## src/rtl/cnn_mul_pkg.sv

```systemverilog
// Shared types and widths for the time-shared signed 14x7 multiplier.
// Latency: n/a (types and constants only).
// Backpressure: n/a.
package cnn_mul_pkg;

    localparam int A_W = 14;
    localparam int B_W = 7;
    localparam int P_W = 21;

    typedef logic signed [A_W-1:0] mul_a_t;
    typedef logic signed [B_W-1:0] mul_b_t;
    typedef logic signed [P_W-1:0] mul_p_t;

    // Stage-1 payload: granted operands plus the issuing requester.
    typedef struct packed {
        logic   vld;
        mul_a_t a;
        mul_b_t b;
        logic [7:0] id;
    } s1_t;

    // Stage-2 payload: full-precision product plus the issuing requester.
    typedef struct packed {
        logic   vld;
        mul_p_t p;
        logic [7:0] id;
    } s2_t;

endpackage

```

## src/rtl/cnn_mul_core_14s_7s.sv

```systemverilog
// Purely combinational signed 14x7 -> 21-bit multiply, shaped for a single DSP48.
// Latency: 0 cycles (the surrounding pipeline provides the input/output registers).
// Backpressure: none; the caller holds its registers when stalled.
// Ports: a (signed 14b), b (signed 7b) in; p (signed 21b, exact product) out.
module cnn_mul_core_14s_7s
    import cnn_mul_pkg::*;
(
    input  mul_a_t a,
    input  mul_b_t b,
    output mul_p_t p
);

    // Both operands are sign-extended to the product width before the
    // multiply; the exact result always fits in 21 bits, so truncating the
    // self-determined product to P_W bits loses nothing.
    assign p = mul_p_t'(a) * mul_p_t'(b);

endmodule

```

## src/rtl/cnn_mul_rr_sched.sv

```systemverilog
// Round-robin scheduler sharing one signed 14x7 multiplier among NUM_REQ requesters.
// Latency: 2 cycles from request handshake to resp_valid; one product per cycle sustained.
// Backpressure: resp_valid & ~resp_ready freezes both stages and drops every req_ready.
// Ports:
//   ap_clk, ap_rst_n              clock, async active-low reset
//   req_valid/req_ready [NUM_REQ] per-requester handshake; req_a/req_b packed operands
//   resp_valid/resp_ready         product handshake; resp_id tags the issuer, resp_p product
//   busy                          any pipeline stage holds valid data
module cnn_mul_rr_sched
    import cnn_mul_pkg::*;
#(
    parameter int NUM_REQ = 4,
    parameter int ID_W    = (NUM_REQ > 1) ? $clog2(NUM_REQ) : 1
) (
    input  logic                   ap_clk,
    input  logic                   ap_rst_n,
    input  logic [NUM_REQ-1:0]     req_valid,
    output logic [NUM_REQ-1:0]     req_ready,
    input  logic [NUM_REQ*A_W-1:0] req_a,
    input  logic [NUM_REQ*B_W-1:0] req_b,
    output logic                   resp_valid,
    input  logic                   resp_ready,
    output logic [ID_W-1:0]        resp_id,
    output logic [P_W-1:0]         resp_p,
    output logic                   busy
);

    // ------------------------------------------------------------------
    // Pipeline state
    // ------------------------------------------------------------------
    logic              s1_vld;
    mul_a_t            s1_a;
    mul_b_t            s1_b;
    logic [ID_W-1:0]   s1_id;

    logic              s2_vld;
    mul_p_t            s2_p;
    logic [ID_W-1:0]   s2_id;

    logic [ID_W-1:0]   rr_ptr;

    // ------------------------------------------------------------------
    // Stall: the only hold condition is an unconsumed output.
    // ------------------------------------------------------------------
    logic stall;
    assign stall = s2_vld & ~resp_ready;

    // ------------------------------------------------------------------
    // Round-robin grant: first valid requester at or above the pointer,
    // wrapping modulo NUM_REQ.
    // ------------------------------------------------------------------
    logic [NUM_REQ-1:0] grant;
    logic [ID_W-1:0]    gnt_id;
    logic               gnt_any;

    always_comb begin
        grant   = '0;
        gnt_id  = '0;
        gnt_any = 1'b0;
        for (int k = 0; k < NUM_REQ; k++) begin
            if (!gnt_any && req_valid[(int'(rr_ptr) + k) % NUM_REQ]) begin
                gnt_any = 1'b1;
                grant[(int'(rr_ptr) + k) % NUM_REQ] = 1'b1;
                gnt_id  = ID_W'((int'(rr_ptr) + k) % NUM_REQ);
            end
        end
    end

    assign req_ready = stall ? '0 : grant;

    // A grant only exists when its requester is valid, so a handshake
    // happens exactly when something is granted and we are not stalled.
    logic hs;
    assign hs = gnt_any & ~stall;

    // Operand mux for the granted requester.
    mul_a_t gnt_a;
    mul_b_t gnt_b;
    always_comb begin
        gnt_a = '0;
        gnt_b = '0;
        for (int i = 0; i < NUM_REQ; i++) begin
            if (grant[i]) begin
                gnt_a = mul_a_t'(req_a[i*A_W +: A_W]);
                gnt_b = mul_b_t'(req_b[i*B_W +: B_W]);
            end
        end
    end

    // Next pointer value after a handshake, with explicit wrap so that
    // non-power-of-two NUM_REQ also returns to 0.
    logic [ID_W-1:0] ptr_nxt;
    always_comb begin
        if (gnt_id == ID_W'(NUM_REQ - 1)) begin
            ptr_nxt = '0;
        end else begin
            ptr_nxt = gnt_id + ID_W'(1);
        end
    end

    always_ff @(posedge ap_clk or negedge ap_rst_n) begin
        if (!ap_rst_n) begin
            rr_ptr <= '0;
        end else if (hs) begin
            rr_ptr <= ptr_nxt;
        end
    end

    // ------------------------------------------------------------------
    // Stage 1: granted operands and ID. A cycle with no handshake while
    // not stalled loads a bubble.
    // ------------------------------------------------------------------
    always_ff @(posedge ap_clk or negedge ap_rst_n) begin
        if (!ap_rst_n) begin
            s1_vld <= 1'b0;
            s1_a   <= '0;
            s1_b   <= '0;
            s1_id  <= '0;
        end else if (!stall) begin
            s1_vld <= hs;
            if (hs) begin
                s1_a  <= gnt_a;
                s1_b  <= gnt_b;
                s1_id <= gnt_id;
            end
        end
    end

    // ------------------------------------------------------------------
    // Shared multiplier between S1 and S2.
    // ------------------------------------------------------------------
    mul_p_t mul_p;

    cnn_mul_core_14s_7s u_core (
        .a (s1_a),
        .b (s1_b),
        .p (mul_p)
    );

    // ------------------------------------------------------------------
    // Stage 2: product and ID. When the output is consumed in the same
    // cycle, S1 moves straight in, so no bubble is inserted.
    // ------------------------------------------------------------------
    always_ff @(posedge ap_clk or negedge ap_rst_n) begin
        if (!ap_rst_n) begin
            s2_vld <= 1'b0;
            s2_p   <= '0;
            s2_id  <= '0;
        end else if (!stall) begin
            s2_vld <= s1_vld;
            if (s1_vld) begin
                s2_p  <= mul_p;
                s2_id <= s1_id;
            end
        end
    end

    // ------------------------------------------------------------------
    // Outputs straight from S2.
    // ------------------------------------------------------------------
    assign resp_valid = s2_vld;
    assign resp_id    = s2_id;
    assign resp_p     = s2_p;
    assign busy       = s1_vld | s2_vld;

endmodule
```

## config.mk

```make
export PLATFORM = sky130hd
export DESIGN_NAME = cnn_mul_rr_sched
export DESIGN_NICKNAME = d
export VERILOG_FILES = /design/src/rtl/cnn_mul_pkg.sv /design/src/rtl/cnn_mul_core_14s_7s.sv /design/src/rtl/cnn_mul_rr_sched.sv
export SDC_FILE = /design/constraint.sdc
export NUM_CORES = 1
export LEC_CHECK = 0
export BUFFER_PORTS_ARGS = -buffer_cell sky130_fd_sc_hd__buf_2
export CORE_ASPECT_RATIO = 1.2
export CORE_MARGIN = 1.5
export CORE_UTILIZATION = 30
export DETAILED_ROUTE_END_ITERATION = 6
export PLACE_DENSITY = 0.44
export SYNTH_ARGS = -nofsm -noshare
export SYNTH_HDL_FRONTEND = slang
export SYNTH_HIERARCHICAL = 1
export SYNTH_SLANG_ARGS = --single-unit
export TNS_END_PERCENT = 50
```

## constraint.sdc

```tcl
create_clock -name ap_clk -period 6.2 [get_ports ap_clk]
set_clock_uncertainty 0.05 [all_clocks]
set_input_delay 1.24 -clock ap_clk [delete_from_list [all_inputs] [get_ports ap_clk]]
set_output_delay 1.24 -clock ap_clk [all_outputs]
set_load 0.01 [all_outputs]
```

# == Word level (Yosys, flattened, before mapping) ==
# Cells that the tools add are included.
# classes
n_addsub,4
n_mul,1
magnitude_cmp,8
n_eq_ne,1
n_mux,41
n_bitwise,11
reduce_logical,15
# ops
op,n
two-way mux 14 bit,4
two-way mux 7 bit,4
multiplier 14 x 7 -> 21 bit,1
two-way mux 4 bit,5
two-way mux 1 bit,15
"< comparator 3 x 4 -> 1 bit, second input constant",3
bitwise OR 4 bit,3
two-way mux 2 bit,5
"greater-or-equal comparator 3 x 1 -> 1 bit, second input constant",3
binary-select mux 1 bit (select 2 bit),4
demux 1 bit (select 2 bit),4
logical AND 1 bit,7
OR reduction 2 bit,3
"adder 2 x 1 -> 2 bit, second input constant",2
"adder 2 bit, second input constant",2
AND reduction 2 bit,2
"AND 1 bit, first input constant",3
zero test 1 bit,3
"< comparator 2 x 3 -> 1 bit, second input constant",1
AND 1 bit,2
"equality test 2 bit, second input constant",1
"greater-or-equal comparator 2 x 1 -> 1 bit, second input constant",1
inverter 1 bit,2
bitwise OR 1 bit,1
# word_totals
ff_bits,50
input_bits,91
word_cells,89

# == Longest topological paths before layout ==
# depth
word_depth,18
mapped_depth,18
ltp_nobuf,17

# == Hierarchy ==
# Netlist, hierarchy kept.
# modules_own_cells
mod,instances,cells_per_inst,area_per_inst_um2
cnn_mul_rr_sched,1,399,3738.6
cnn_mul_core_14s_7s,1,399,3558.4

# == Least setup slack after synthesis ==
# No wires, ideal clock.
# synth_path
path_type,register to register
startpoint,register s1_b[6]
endpoint,"register s2_p[20], in the netlist resp_p[20]"
arrival_ps,4788
t_required_ps,6025
setup_slack_ps,1237
path_stages_with_launch,18
period_less_slack_ps,4963
path_cell_list,dfrtp_1 > inv_1 > clkbuf_1 > nor2_1 > fa_1 > fa_1 > fa_1 > inv_1 > fa_1 > inv_1 > ha_1 > a21o_1 > a31oi_4 > o21ai_2 > a221o_1 > a221oi_2 > xnor2_1 > mux2_2
# synth_between
elab_chain_cells,1
# synth_lines
element,line_no,rtl
from (decl),cnn_mul_rr_sched.sv:33,mul_b_t s1_b;
from (signal assigned),cnn_mul_rr_sched.sv:123,s1_b <= gnt_b;
multiplier 14 x 7 -> 21 bit,cnn_mul_core_14s_7s.sv:16,assign p = mul_p_t'(a) * mul_p_t'(b);
named net mul_p[20],cnn_mul_rr_sched.sv:132,mul_p_t mul_p;
to (signal assigned),cnn_mul_rr_sched.sv:152,s2_p <= mul_p;
to (decl),cnn_mul_rr_sched.sv:37,mul_p_t s2_p;
# The timed path passes the listed nets, and every way through them passes these cells.
# A chain may end at the register's enable or synchronous reset.

# == Worst setup path after layout ==
# layout_path
startpoint,register s1_b[1]
endpoint,"register s2_p[19], in the netlist resp_p[19]"
# The elaborated chain is that of the path after synthesis.

==> results by stage <==
Finish:
- The number of nets in the final layout is between 1,000 and 1,500.
- The filler cells instantiated in the layout total 2,573.
- The repair_antennas step left the layout with diodes totalling 0.
- Of the cells placed in the final design, the portion with a size suffix greater than 1 is 0.223.
- The signed area change from the synthesized netlist to the final layout is 14.2%.

Yosys:
- The post-synthesis instance total is 798.
- Counting distinct cell types in the post-synthesis netlist gives 56.
- The synthesized design contains 50 register bits.
- Among all cell types in the netlist, the one instantiated most often is inv_1.
- The synthesized netlist net count is between 1,000 and 1,500.
- Counting flops with a built-in enable in the synthesized netlist gives 0.
- The flip-flop cell with the highest count after synthesis is dfrtp_1.
- Sorting the synthesized cells by how often they occur yields 146 x inv_1, 77 x and2_1, 74 x fa_1.
- In the post-synthesis netlist, the biggest area contributors are fa_1 20%, dfrtp_1 17%, ha_1 8.4%.
- The register area share after synthesis is 0.171.
- The Yosys step of the flow raised 6 warnings.
- The portion of synthesized cell area occupied by the leading cell type is 0.203.
- fa_1 takes more of the synthesized area than any other cell.
- The post-synthesis instance area is 7300 sq um.
- The mean cell area of the mapped netlist is 9.14 sq um.
- In the synthesized netlist the async set-or-reset flop fraction comes to 1.00.

Placed design:
- The sum of net half-perimeters after detailed placement is 15,500 um.
- The count of buffers added on input and output ports is 119.
- The last weighted congestion value of the routability-driven placer is roughly 0.78.

Clocking:
- After clock tree synthesis, the clock-pin slew on the worst setup and hold paths is 80 ps.
- The clock reaches the later pin of the worst-skew pair after between 300 and 400 ps.
- CTS placed an instance of clkbuf_16 at the clock tree root.
- After clock tree synthesis, the setup repair step added 0 buffers.
- The CTS buffer count is 5.
- The clock sink total is 50.
- The CTS tree is yes.
- In this run, post-CTS repair resized a total of 0 instances.
- The worst-case clock buffer depth is 2.
- In this run the number of H-tree levels came out at 2.
- The count of hold-fix buffers inserted at cts is 0.

Critical path:
- For the worst setup path, the data arrival time is 5400 ps.
- The worst setup path is captured at a flop.
- The kind of start point of the critical path is a flop.
- The number of cells on the worst reg-to-reg path is 17.
- The data required time at the worst endpoint is 6350 ps.
- The setup path with the least slack is of type flop to flop.
- In this run the worst path has a maximum fanout of 15.

Run:
- The tool flagged a number of max-cap violations equal to 0.

STA:
- The worst path needs 5250 ps of the cycle, external delays included.
- The hold violation count in the final report is 0.
- The number of slew-limit violations in the final report is 0.
- Final hold analysis gives a worst-case slack of 431 ps.
- In the final timing run, aggregate negative setup slack is 0 ps.
- Of the available clock period, the critical path in the final layout requires 0.847.
- The slew of the pin with the lowest slew margin is a little over 900 ps.
- The number of setup violations in the final report is 0.
- Setup repair after global routing left no endpoint under its margin.
- Based on the critical path, the design can be clocked at up to 190 MHz.
- In this run the tightest slew margin relative to its limit is 0.378.

Die:
- The initial core utilization is 0.305.
- The area enclosed by the die boundary is about 25,000 sq um.
- In this run the horizontal extent of the chip is around 150 um.
- The y dimension of the die is 174 um.
- For this design the top-level I/O count stands at 120.
- The floorplan core area is 23,900 sq um.
- The floorplan has 62 rows.

Run status:
- The flow ran to the end, and the final reports show no timing, DRC or antenna violations.

Global route:
- Entering global routing, the biggest net connects 51 pins.
- Global routing finished with a remaining overflow of 0.
- The global router's overall resource usage is 0.162.
- The initial antenna violation count came to 0.
- The via count of the first global-routing pass is approximately 6,100.
- The first global-routing pass estimated 32,800 um of wire.

Detailed routing:
- In this run, the number of DRC markers left after iteration 0 of detailed routing was between 200 and 250.
- The number of DRC violations after detailed routing is 0.
- The via density per instance is 4.91.
- Across all layers, the routed design uses a little under 6,000 vias.
- The routed design has 20,100 um of wire.
- The post-detailed-route count of antenna-violating nets is 0.
- The average wire per standard cell is 16.6 um.
- The pre-antenna-repair detailed-routing pass consisted of 5 iterations.

Worst hold path:
- The path class of the lowest-slack min-delay path is flop to flop.
- The cell count of the worst hold path is 2.
cells in the final DEF (no fill, tap or decap), types with 13 or more instances in the layout:
| master | synthesis | final |
|---|---|---|
| ha_1 | 49 | 49 |
| a21boi_1 | 15 | 15 |
| and2_1 | 77 | 77 |
| nand2_1 | 51 | 51 |
| xnor2_1 | 17 | 17 |
| fa_1 | 74 | 74 |
| nor2_1 | 16 | 16 |
| dfrtp_1 | 50 | 50 |
| a21o_1 | 13 | 13 |
| o211ai_1 | 23 | 23 |
| a21oi_1 | 15 | 15 |
| mux2_2 | 24 | 24 |
| a2111oi_0 | 21 | 21 |
| nor3b_1 | 22 | 21 |
| nand3_1 | 22 | 22 |
| nand4_1 | 21 | 21 |
| inv_1 | 146 | 146 |
| a221oi_2 | 23 | 23 |
| buf_2 | 14 | 119 |
state kept, by name (all words and copies together) (netlist names), named ones only:
| name | flops |
|---|---|
| resp_id | 2 |
| resp_valid | 1 |
| resp_p | 21 |
| rr_ptr | 1 |
| s1_a | 14 |
| s1_vld | 1 |
| s1_b | 7 |
| s1_id | 2 |
routing by layer:
layer / GRT usage / vias up / routed length [um]
met5: 0 / - / 0
met1: 0.216 / 2929 / 9140
met2: 0.280 / 122 / 10000
met3: 0.0189 / 15 / 617
li1: - / 2882 / -
met4: 0.0383 / 0 / 282
final timing paths:
kind,startpoint,endpoint,slack (ps)
max reg2reg,s1_b[1]$_DFFE_PN0P_,resp_p[19]$_DFFE_PN0P_,950
max,s1_b[1]$_DFFE_PN0P_,resp_p[19]$_DFFE_PN0P_,950
min,s1_id[1]$_DFFE_PN0P_,s1_id[1]$_DFFE_PN0P_,430
min reg2reg,s1_id[1]$_DFFE_PN0P_,s1_id[1]$_DFFE_PN0P_,430
max in group asynchronous,ap_rst_n,s1_a[8]$_DFFE_PN0P_,4620
min in group asynchronous,ap_rst_n,resp_p[5]$_DFFE_PN0P_,1000
through the flow:
stage                     instances  instance area [sq um]   util  setup slack (ps)
after CTS                      1211                   8330  0.349               889
after floorplan                 798                   7300      -              1240
after global placement         1203                   8180  0.342               969
after global routing           1211                   8330  0.349               517
after detailed placement       1203                   8180  0.342               905
final                          1211                   8330  0.349               948
critical path, stage by stage, from the launching register on:
cell and delay [ps]:
dfrtp_1 620, and2_1 290, inv_1 80, fa_1 540
inv_1 50, fa_1 460, fa_1 550, inv_1 60
fa_1 530, inv_1 40, ha_1 380, and3_2 260
a22oi_1 240, o21ai_0 150, a221oi_1 310, o31ai_1 120
xor2_1 150, mux2_2 260
cells by family (layout without fill, tap and decap cells):
kind of cell,Yosys count,after routing,share of synthesized area
muxes,28,28,0.0494
buffers and inverters,190,283,0.104
and+or+nand+nor,231,231,0.179
xor gates and xnor gates,23,23,0.0276
adders and majority gates,123,123,0.287
AOI/OAI and AO/OA,153,153,0.182
DFF,50,50,0.171
layout make-up:
| class | count | area [sq um] | share of cell area |
|---|---|---|---|
| tap | 320 | 400 | 0.0481 |
| clock inverter | 2 | 16.3 | 0.00195 |
| sequential | 50 | 1250 | 0.150 |
| timing repair buffer | 129 | 671 | 0.0805 |
| clock buffer | 6 | 139 | 0.0167 |
| inverter | 146 | 548 | 0.0658 |
| multi-input combinational | 558 | 5310 | 0.637 |
Power is not shown: default switching activity piles up to over one toggle a cycle in this logic, so the estimate is an artifact.
